[config.mk]
export PLATFORM = sky130hd
export DESIGN_NAME = oam_dma_flat
export DESIGN_NICKNAME = d
export VERILOG_FILES = /design/src/rtl/nes_bus_pkg.sv /design/src/rtl/oam_dma_if.sv /design/src/rtl/oam_dma.sv /design/src/flat_wrapper.sv
export SDC_FILE = /design/constraint.sdc
export NUM_CORES = 1
export LEC_CHECK = 0
export BUFFER_PORTS_ARGS = -buffer_cell sky130_fd_sc_hd__buf_4
export CORE_MARGIN = 2
export CORE_UTILIZATION = 47
export CTS_CLUSTER_DIAMETER = 120
export DETAILED_ROUTE_END_ITERATION = 8
export GPL_TIMING_DRIVEN = 0
export PLACE_DENSITY_LB_ADDON = 0.3
export SYNTH_ARGS = -nofsm -noshare
export SYNTH_HDL_FRONTEND = slang
export SYNTH_SLANG_ARGS = --single-unit
export TNS_END_PERCENT = 10
[constraint.sdc]
create_clock -name sys_clock -period 1.44 [get_ports sys_clock]
set_input_delay 0.216 -clock sys_clock [delete_from_list [all_inputs] [get_ports sys_clock]]
set_output_delay 0.216 -clock sys_clock [all_outputs]
set_load 0.05 [all_outputs]
[src/rtl/nes_bus_pkg.sv]
// nes_bus_pkg: shared NES bus constants and the OAM DMA state type (ALIGN exists only with OAM_DMA_ALIGN_EN).
package nes_bus_pkg;
  localparam logic [15:0] OAM_DMA_ADDR = 16'h4014;
  localparam logic [15:0] OAMDATA_ADDR = 16'h2004;
  typedef enum logic [2:0] {
    ST_IDLE,
    ST_HALT,
`ifdef OAM_DMA_ALIGN_EN
    ST_ALIGN,
`endif
    ST_READ,
    ST_WRITE
  } oam_dma_state_t;
endpackage

[src/rtl/oam_dma_if.sv]
// oam_dma_if: CPU-side snoop and DMA bus-master signals of the OAM DMA block.
interface oam_dma_if;
  logic        clk_ph1;
  logic        clk_ph2;
  logic [15:0] cpu_addr;
  logic [7:0]  cpu_dout;
  logic        cpu_r_nw;
  logic [7:0]  bus_din;
  logic        cpu_halt;
  logic        dma_active;
  logic [15:0] dma_addr;
  logic [7:0]  dma_dout;
  logic        dma_r_nw;
  modport master (
    output clk_ph1, clk_ph2, cpu_addr, cpu_dout, cpu_r_nw, bus_din,
    input  cpu_halt, dma_active, dma_addr, dma_dout, dma_r_nw
  );
  modport slave (
    input  clk_ph1, clk_ph2, cpu_addr, cpu_dout, cpu_r_nw, bus_din,
    output cpu_halt, dma_active, dma_addr, dma_dout, dma_r_nw
  );
endinterface

[src/rtl/oam_dma.sv]
// oam_dma: $4014-triggered 256-byte copy from {page,idx} to $2004; OAM_DMA_ALIGN_EN adds the odd-cycle ALIGN stall.
module oam_dma
  import nes_bus_pkg::*;
(
  input logic      sys_clock,
  input logic      rst,
  oam_dma_if.slave bus
);
  oam_dma_state_t state, nxt;
  logic       pending, parity;
  logic [7:0] idx, nidx, page, data_buf;
  always_comb begin
    nxt = state;
    nidx = idx;
    if (bus.clk_ph1)
      case (state)
        ST_IDLE: begin
          nxt = pending ? ST_HALT : ST_IDLE;
          nidx = pending ? 8'h00 : idx;
        end
`ifdef OAM_DMA_ALIGN_EN
        ST_HALT:  nxt = parity ? ST_ALIGN : ST_READ;
        ST_ALIGN: nxt = ST_READ;
`else
        ST_HALT:  nxt = ST_READ;
`endif
        ST_READ:  nxt = ST_WRITE;
        ST_WRITE: begin
          nxt = (idx == 8'hFF) ? ST_IDLE : ST_READ;
          nidx = idx + 8'd1;
        end
        default:  nxt = ST_IDLE;
      endcase
  end
`ifndef OAM_DMA_ALIGN_EN
  logic unused_parity;
  assign unused_parity = parity;
`endif
  // Outputs are registered from the next state so they change exactly on phase-1 boundaries.
  always_ff @(posedge sys_clock)
    if (!rst) begin
      state <= ST_IDLE;
      pending <= 1'b0;
      parity <= 1'b0;
      idx <= 8'h00;
      page <= 8'h00;
      data_buf <= 8'h00;
      bus.cpu_halt <= 1'b0;
      bus.dma_active <= 1'b0;
      bus.dma_r_nw <= 1'b1;
      bus.dma_addr <= 16'h0000;
      bus.dma_dout <= 8'h00;
    end else begin
      if (bus.clk_ph1) begin
        state <= nxt;
        idx <= nidx;
        parity <= ~parity;
        if (state == ST_IDLE) pending <= 1'b0;
        bus.cpu_halt <= nxt != ST_IDLE;
        bus.dma_active <= nxt == ST_READ || nxt == ST_WRITE;
        bus.dma_r_nw <= nxt != ST_WRITE;
        bus.dma_addr <= nxt == ST_READ ? {page, nidx} : nxt == ST_WRITE ? OAMDATA_ADDR : 16'h0000;
        bus.dma_dout <= nxt == ST_WRITE ? data_buf : 8'h00;
      end
      if (bus.clk_ph2 && state == ST_READ) data_buf <= bus.bus_din;
      if (bus.clk_ph2 && state == ST_IDLE && !pending && bus.cpu_addr == OAM_DMA_ADDR && !bus.cpu_r_nw) begin
        page <= bus.cpu_dout;
        pending <= 1'b1;
      end
    end
endmodule

[src/flat_wrapper.sv]
// flat-port wrapper written by rule: the top's interface ports become plain ports
module oam_dma_flat import nes_bus_pkg::*;
  (sys_clock, rst, bus_clk_ph1, bus_clk_ph2, bus_cpu_addr, bus_cpu_dout, bus_cpu_r_nw, bus_bus_din, bus_cpu_halt, bus_dma_active, bus_dma_addr, bus_dma_dout, bus_dma_r_nw);
  oam_dma_if bus_i ();
  input logic sys_clock;
  input logic rst;
  input wire logic [$bits(bus_i.clk_ph1)-1:0] bus_clk_ph1;
  input wire logic [$bits(bus_i.clk_ph2)-1:0] bus_clk_ph2;
  input wire logic [$bits(bus_i.cpu_addr)-1:0] bus_cpu_addr;
  input wire logic [$bits(bus_i.cpu_dout)-1:0] bus_cpu_dout;
  input wire logic [$bits(bus_i.cpu_r_nw)-1:0] bus_cpu_r_nw;
  input wire logic [$bits(bus_i.bus_din)-1:0] bus_bus_din;
  output wire logic [$bits(bus_i.cpu_halt)-1:0] bus_cpu_halt;
  output wire logic [$bits(bus_i.dma_active)-1:0] bus_dma_active;
  output wire logic [$bits(bus_i.dma_addr)-1:0] bus_dma_addr;
  output wire logic [$bits(bus_i.dma_dout)-1:0] bus_dma_dout;
  output wire logic [$bits(bus_i.dma_r_nw)-1:0] bus_dma_r_nw;
  assign bus_i.clk_ph1 = bus_clk_ph1;
  assign bus_i.clk_ph2 = bus_clk_ph2;
  assign bus_i.cpu_addr = bus_cpu_addr;
  assign bus_i.cpu_dout = bus_cpu_dout;
  assign bus_i.cpu_r_nw = bus_cpu_r_nw;
  assign bus_i.bus_din = bus_bus_din;
  assign bus_cpu_halt = bus_i.cpu_halt;
  assign bus_dma_active = bus_i.dma_active;
  assign bus_dma_addr = bus_i.dma_addr;
  assign bus_dma_dout = bus_i.dma_dout;
  assign bus_dma_r_nw = bus_i.dma_r_nw;
  oam_dma u_core (.sys_clock(sys_clock), .rst(rst), .bus(bus_i));
endmodule
======== Yosys cells after proc, flatten, opt, wreduce, memory -nomap -nowiden ========
Cells that the tools add are included.
cells by class
  multiplexer cells ....................... 12
  equality and inequality tests ........... 8
  $add $sub $neg .......................... 1
  reduce and logical (&&, ||, !) cells .... 13
operator list
  kind                    count
  $eq A16 B15 Y1 const B  1
  $mux W16                1
  $mux W8                 2
  $pmux W8 S2             1
  $mux W14                1
  $eq A3 B2 Y1 const B    4
  $pmux W3 S4             1
  $add A8 B1 Y8 const B   1
  $eq A8 B8 Y1 const B    1
  $logic_and A1 B1 Y1     5
  $mux W1                 4
  $reduce_bool A2 Y1      2
  $eq A3 B1 Y1 const B    1
  $logic_not A3 Y1        1
  $mux W3                 1
  $ne A3 B2 Y1 const B    1
  $reduce_bool A3 Y1      1
  $logic_not A1 Y1        2
  $mux W2                 1
  $reduce_and A2 Y1       1
  $logic_or A1 B1 Y1      1
word-level totals
  register bits ........................... 55
  output and inout bits ................... 27

======== Depth between registers and ports, before layout ========
  depth in word-level cells ............... 7
  gate-level depth with buffers ........... 6
  mapped depth without buffers ............ 5

======== Least setup slack after synthesis ========
OpenSTA, ideal clock, no wires.
  path type ............................... register to register
  start ................................... register u_core.idx[0]
  end ..................................... register u_core.bus.cpu_halt
  clock period less this slack ............ 1.499 ns
  path slack .............................. -0.059 ns
  required time ........................... 1.320 ns
  path buffers ............................ 0
  arrival time ............................ 1.379 ns
  stages on the path, launching flop included .. 5
  cell sequence ........................... dfxtp_1 > ha_1 > nand2_1 > o31a_1 > o31a_1
between the ends
  longest elaborated chain between the ends .. 5
ends and longest elaborated chain
  what                    RTL line          source
  from (decl)             oam_dma.sv:11     logic [7:0] idx, nidx, page, data_buf;
  from (signal assigned)  oam_dma.sv:56     idx <= nidx;
  $eq A8 B8 Y1            oam_dma.sv:29     nxt = (idx == 8'hFF) ? ST_IDLE : ST_READ;
  $mux W2                 oam_dma.sv:29
  $pmux W3 S4             oam_dma.sv:16     case (state)
  $mux W3                 oam_dma.sv:15     if (bus.clk_ph1)
  $reduce_bool A3 Y1      oam_dma.sv:59     bus.cpu_halt <= nxt != ST_IDLE;
  to (signal assigned)    oam_dma.sv:48     bus.cpu_halt <= 1'b0;
  to (signal assigned)    oam_dma.sv:59
  to (decl)               oam_dma_if.sv:20  output cpu_halt, dma_active, dma_addr, dma_dout, dma_r_nw
No other way between the ends.
A chain may end at the register's enable or synchronous reset.

======== Final worst setup path ========
  start ................................... register u_core.state[1]
  end ..................................... register u_core.bus.dma_addr[10]
between the ends
  longest elaborated chain between the ends .. 5
  elaborated cells between the ends (all ways) .. 8
  those cells by class .................... eq/ne: 4; mux: 3; reduce/logical: 1
ends and longest elaborated chain
  what                                  RTL line          source
  from (decl)                           oam_dma.sv:9      oam_dma_state_t state, nxt;
  from (signal assigned)                oam_dma.sv:55     state <= nxt;
  $eq A3 B2 Y1 (tied with other cells)  oam_dma.sv:16
  $pmux W3 S4                           oam_dma.sv:16
  $mux W3 *                             oam_dma.sv:15
  $eq A3 B2 Y1 *                        oam_dma.sv:62     bus.dma_addr <= nxt == ST_READ ? {page, nidx} : nxt == ST_WRITE ? OAMDATA_ADDR : 16'h0000;
  $mux W16 *                            oam_dma.sv:62
  to (signal assigned)                  oam_dma.sv:62
  to (decl)                             oam_dma_if.sv:20
Mark *: on every way between the ends. The rest lies on a longest branch, timed or not.

==> flow_summary.yaml <==
critical_path:
  critPathKind: "reg -> reg"
  cp_max_fo: 10
  cp_data_arrival_time_ns: 1.75
  cp-end-kind: "flip-flop"
  crit_path_start_kind: "flip-flop"
  cp.required_ns: 1.65
pwr:
  p_leak_nw: 1.31
  peakVddDrop_uv: 691
  power.density_nw_per_um2: 811
yosys:
  syn_area_sq_um: 2420
  ys_warn_count: 0
  yosysMostFrequentCell: "dfxtp_1"
  synth_cell_types: 45
  async_reset_ff_frac: 0
  yosysSeqAreaShare: 0.454
  avgSynthCellArea_sq_um: 9.22
  yosys-top-cells-area: "dfxtp_1 (45%), mux2i_1 (7.0%), a21oi_1 (4.3%), o21ai_0 (4.3%), nor2_1 (4.2%)"
  synthCells: 263
  ys_top_cells_by_count: "dfxtp_1 (55), nor2_1 (27), a21oi_1 (21), o21ai_0 (21), mux2i_1 (17)"
  ys_ff_latch: 55
  synth.largest_area_cell: "dfxtp_1"
  synth_edf_count: 0
  syn_nets: 301
  synth_ff_type: "dfxtp_1"
  yosysTopAreaCellShare: 0.454
layout:
  antennaDiodeCount: 0
  multiInputGateArea_sq_um: 1280
  nNetsFinal: 378
  syn2layout_area_growth_pct: 35.0
  design_area_sq_um: 3270
  seq_area_sq_um: 1130
  drive_above_1_share: 0.352
  fill_cells: 436
floorplanning:
  io_pins: 64
  coreArea_sq_um: 5040
  start_util: 0.481
  num_rows: 26
  dieArea_sq_um: 5750
  die_y_um: 75.8
  fp.dieW_um: 75.8
outcome:
  violations: "negative setup slack"
  status: "finished with violations"
drt:
  routed_wl_um: 5910
  vias_per_cell: 5.39
  drtIter0Drc: 126
  route.detailed.drc: 0
  avgRoutedWirePerCell_um: 14.4
  ant_nets: 0
  num_vias: 2217
  first_pass_iters: 4
global_routing:
  grt_usage: 0.217
  grt_overflow: 0
  grt_pass1_vias: 2076
  grt_start_max_net_pins: 19
  grt_pass1_wl_um: 9600
  antenna_found_initial: 0
cts:
  clkSinkCount: 55
  clk_pin_slew_ns: 0.10
  cts_root_buf: "clkbuf_8"
  clk_latency_ns: 0.31
  clk_path_buf_depth: 2
  htreeDepth: 2
  cts_tree: "yes"
  cts_made_buffers: 5
sta:
  skew_ns: 0.0119
  finalWorstSetupSlack_ns: -0.0971
  fmax_ghz: 0.651
  hold_viol_final: 0
  rsz0062_at_grt: "yes"
  relSlewSlack: 0.679
  tightest_slew_ns: 0.481
  setup_viol: 20
  min_period_over_period: 1.07
  min_period_ns: 1.54
  slew_viol_final: 0
worst_hold_path:
  hp-class: "in -> reg"
placed_design:
  place_congestion: 0.861
  port_buffers: 63
  hpwl_um: 4140
  post-place-ws_ns: -0.245
  dpl-instance-area_sq_um: 2990
flow_run:
  drv_cap: 0
## routing by layer
layer,share of wire,track usage,up-vias
met4,0.020,0.0760,0
li1,-,-,1116
met1,0.44,0.273,1033
met5,0,0,-
met2,0.49,0.365,55
met3,0.048,0.0503,13
## registers in the layout (all words and copies together), names as in the netlist
signal	cells
u_core.bus.dma_addr	16
u_core.bus.dma_dout	8
u_core.data_buf	8
u_core.idx	8
u_core.page	8
u_core.state	3
u_core.bus.cpu_halt	1
u_core.bus.dma_active	1
u_core.bus.dma_r_nw	1
u_core.pending	1
## through the flow
stage / cells / hold WS, ns / TNS [ns] / utilization / total power [mW]
after global placement: 396 / 0.438 / -6.50 / 0.593 / 1.81
after detailed placement: 396 / 0.442 / -6.92 / 0.593 / 1.81
final: 411 / 0.146 / -1.35 / 0.649 / 2.66
after global routing: 411 / 0.145 / -3.53 / 0.649 / 2.75
after CTS: 411 / 0.140 / -1.33 / 0.638 / 2.67
after floorplan: 263 / 0.363 / -0.134 / - / 1.69
## power breakdown
| group | total (mW) | leakage [nW] | internal, mW | switching (mW) |
|---|---|---|---|---|
| registers | 1.55 | 0.450 | 1.53 | 0.0215 |
| logic | 0.241 | 0.807 | 0.122 | 0.118 |
| clock network | 0.865 | 0.0485 | 0.350 | 0.516 |
| total | 2.66 | 1.31 | 2.00 | 0.656 |
## cell families after synthesis
kind of cell | Yosys count | synth area share
flops | 55 | 0.454
mux | 17 | 0.0702
buf+inv | 22 | 0.0542
fa+ha+maj | 1 | 0.00516
compound gates | 78 | 0.225
simple gates | 90 | 0.191
## worst max-delay path, stage by stage, from the launching register on
cell and delay, ns:
dfxtp_2 0.36, buf_4 0.17, a21oi_1 0.23, a21oi_4 0.08
o2111a_2 0.35, a22o_1 0.26
## area by class of cell
cell class | count | share of cell area
Clock buffer | 5 | 0.0210
Tap cell | 70 | 0.0267
Buffer | 16 | 0.0382
Sequential cell | 55 | 0.345
Inverter | 4 | 0.00459
Multi-Input combinational cell | 186 | 0.392
Timing Repair Buffer | 72 | 0.166
Clock inverter | 3 | 0.00688
## placed cells by master (no fill, tap or decap), types with 3 or more instances in the layout
cell type and count:
nand2_1 15, o21ai_0 11, a21o_1 3, a21oi_1 20
a22o_1 8, nor2b_1 4, nand3_1 13, dfxtp_2 4
nor2_1 25, inv_1 4, mux2i_1 17, buf_4 74
buf_6 5, clkbuf_8 5, dfxtp_4 6, dfxtp_1 45
nor4_1 6, o21ai_1 16, clkbuf_1 3
## path summary, 6_finish.rpt
check / cells after the start / end / slack, ns / start
worst max-delay path: 5 / u_core.bus.dma_addr[10]$_SDFFE_PN0P_ / -0.1 / u_core.state[1]$_SDFFE_PN0P_
worst min register to register: 2 / u_core.bus.dma_addr[1]$_SDFFE_PN0P_ / 0.45 / u_core.bus.dma_addr[1]$_SDFFE_PN0P_
worst max register to register: 5 / u_core.bus.dma_addr[10]$_SDFFE_PN0P_ / -0.1 / u_core.state[1]$_SDFFE_PN0P_
worst min-delay path: 3 / u_core.data_buf[7]$_SDFFE_PN0P_ / 0.15 / bus_bus_din[7]
## repair_timing
action	4_1_cts	5_1_grt
setup buffers	9	0
resized for setup	26	28
endpoints found under the setup margin	51	45
hold buffers	0	0
pin swaps	21	8
Note: power is estimated with default switching activity, not from simulation.
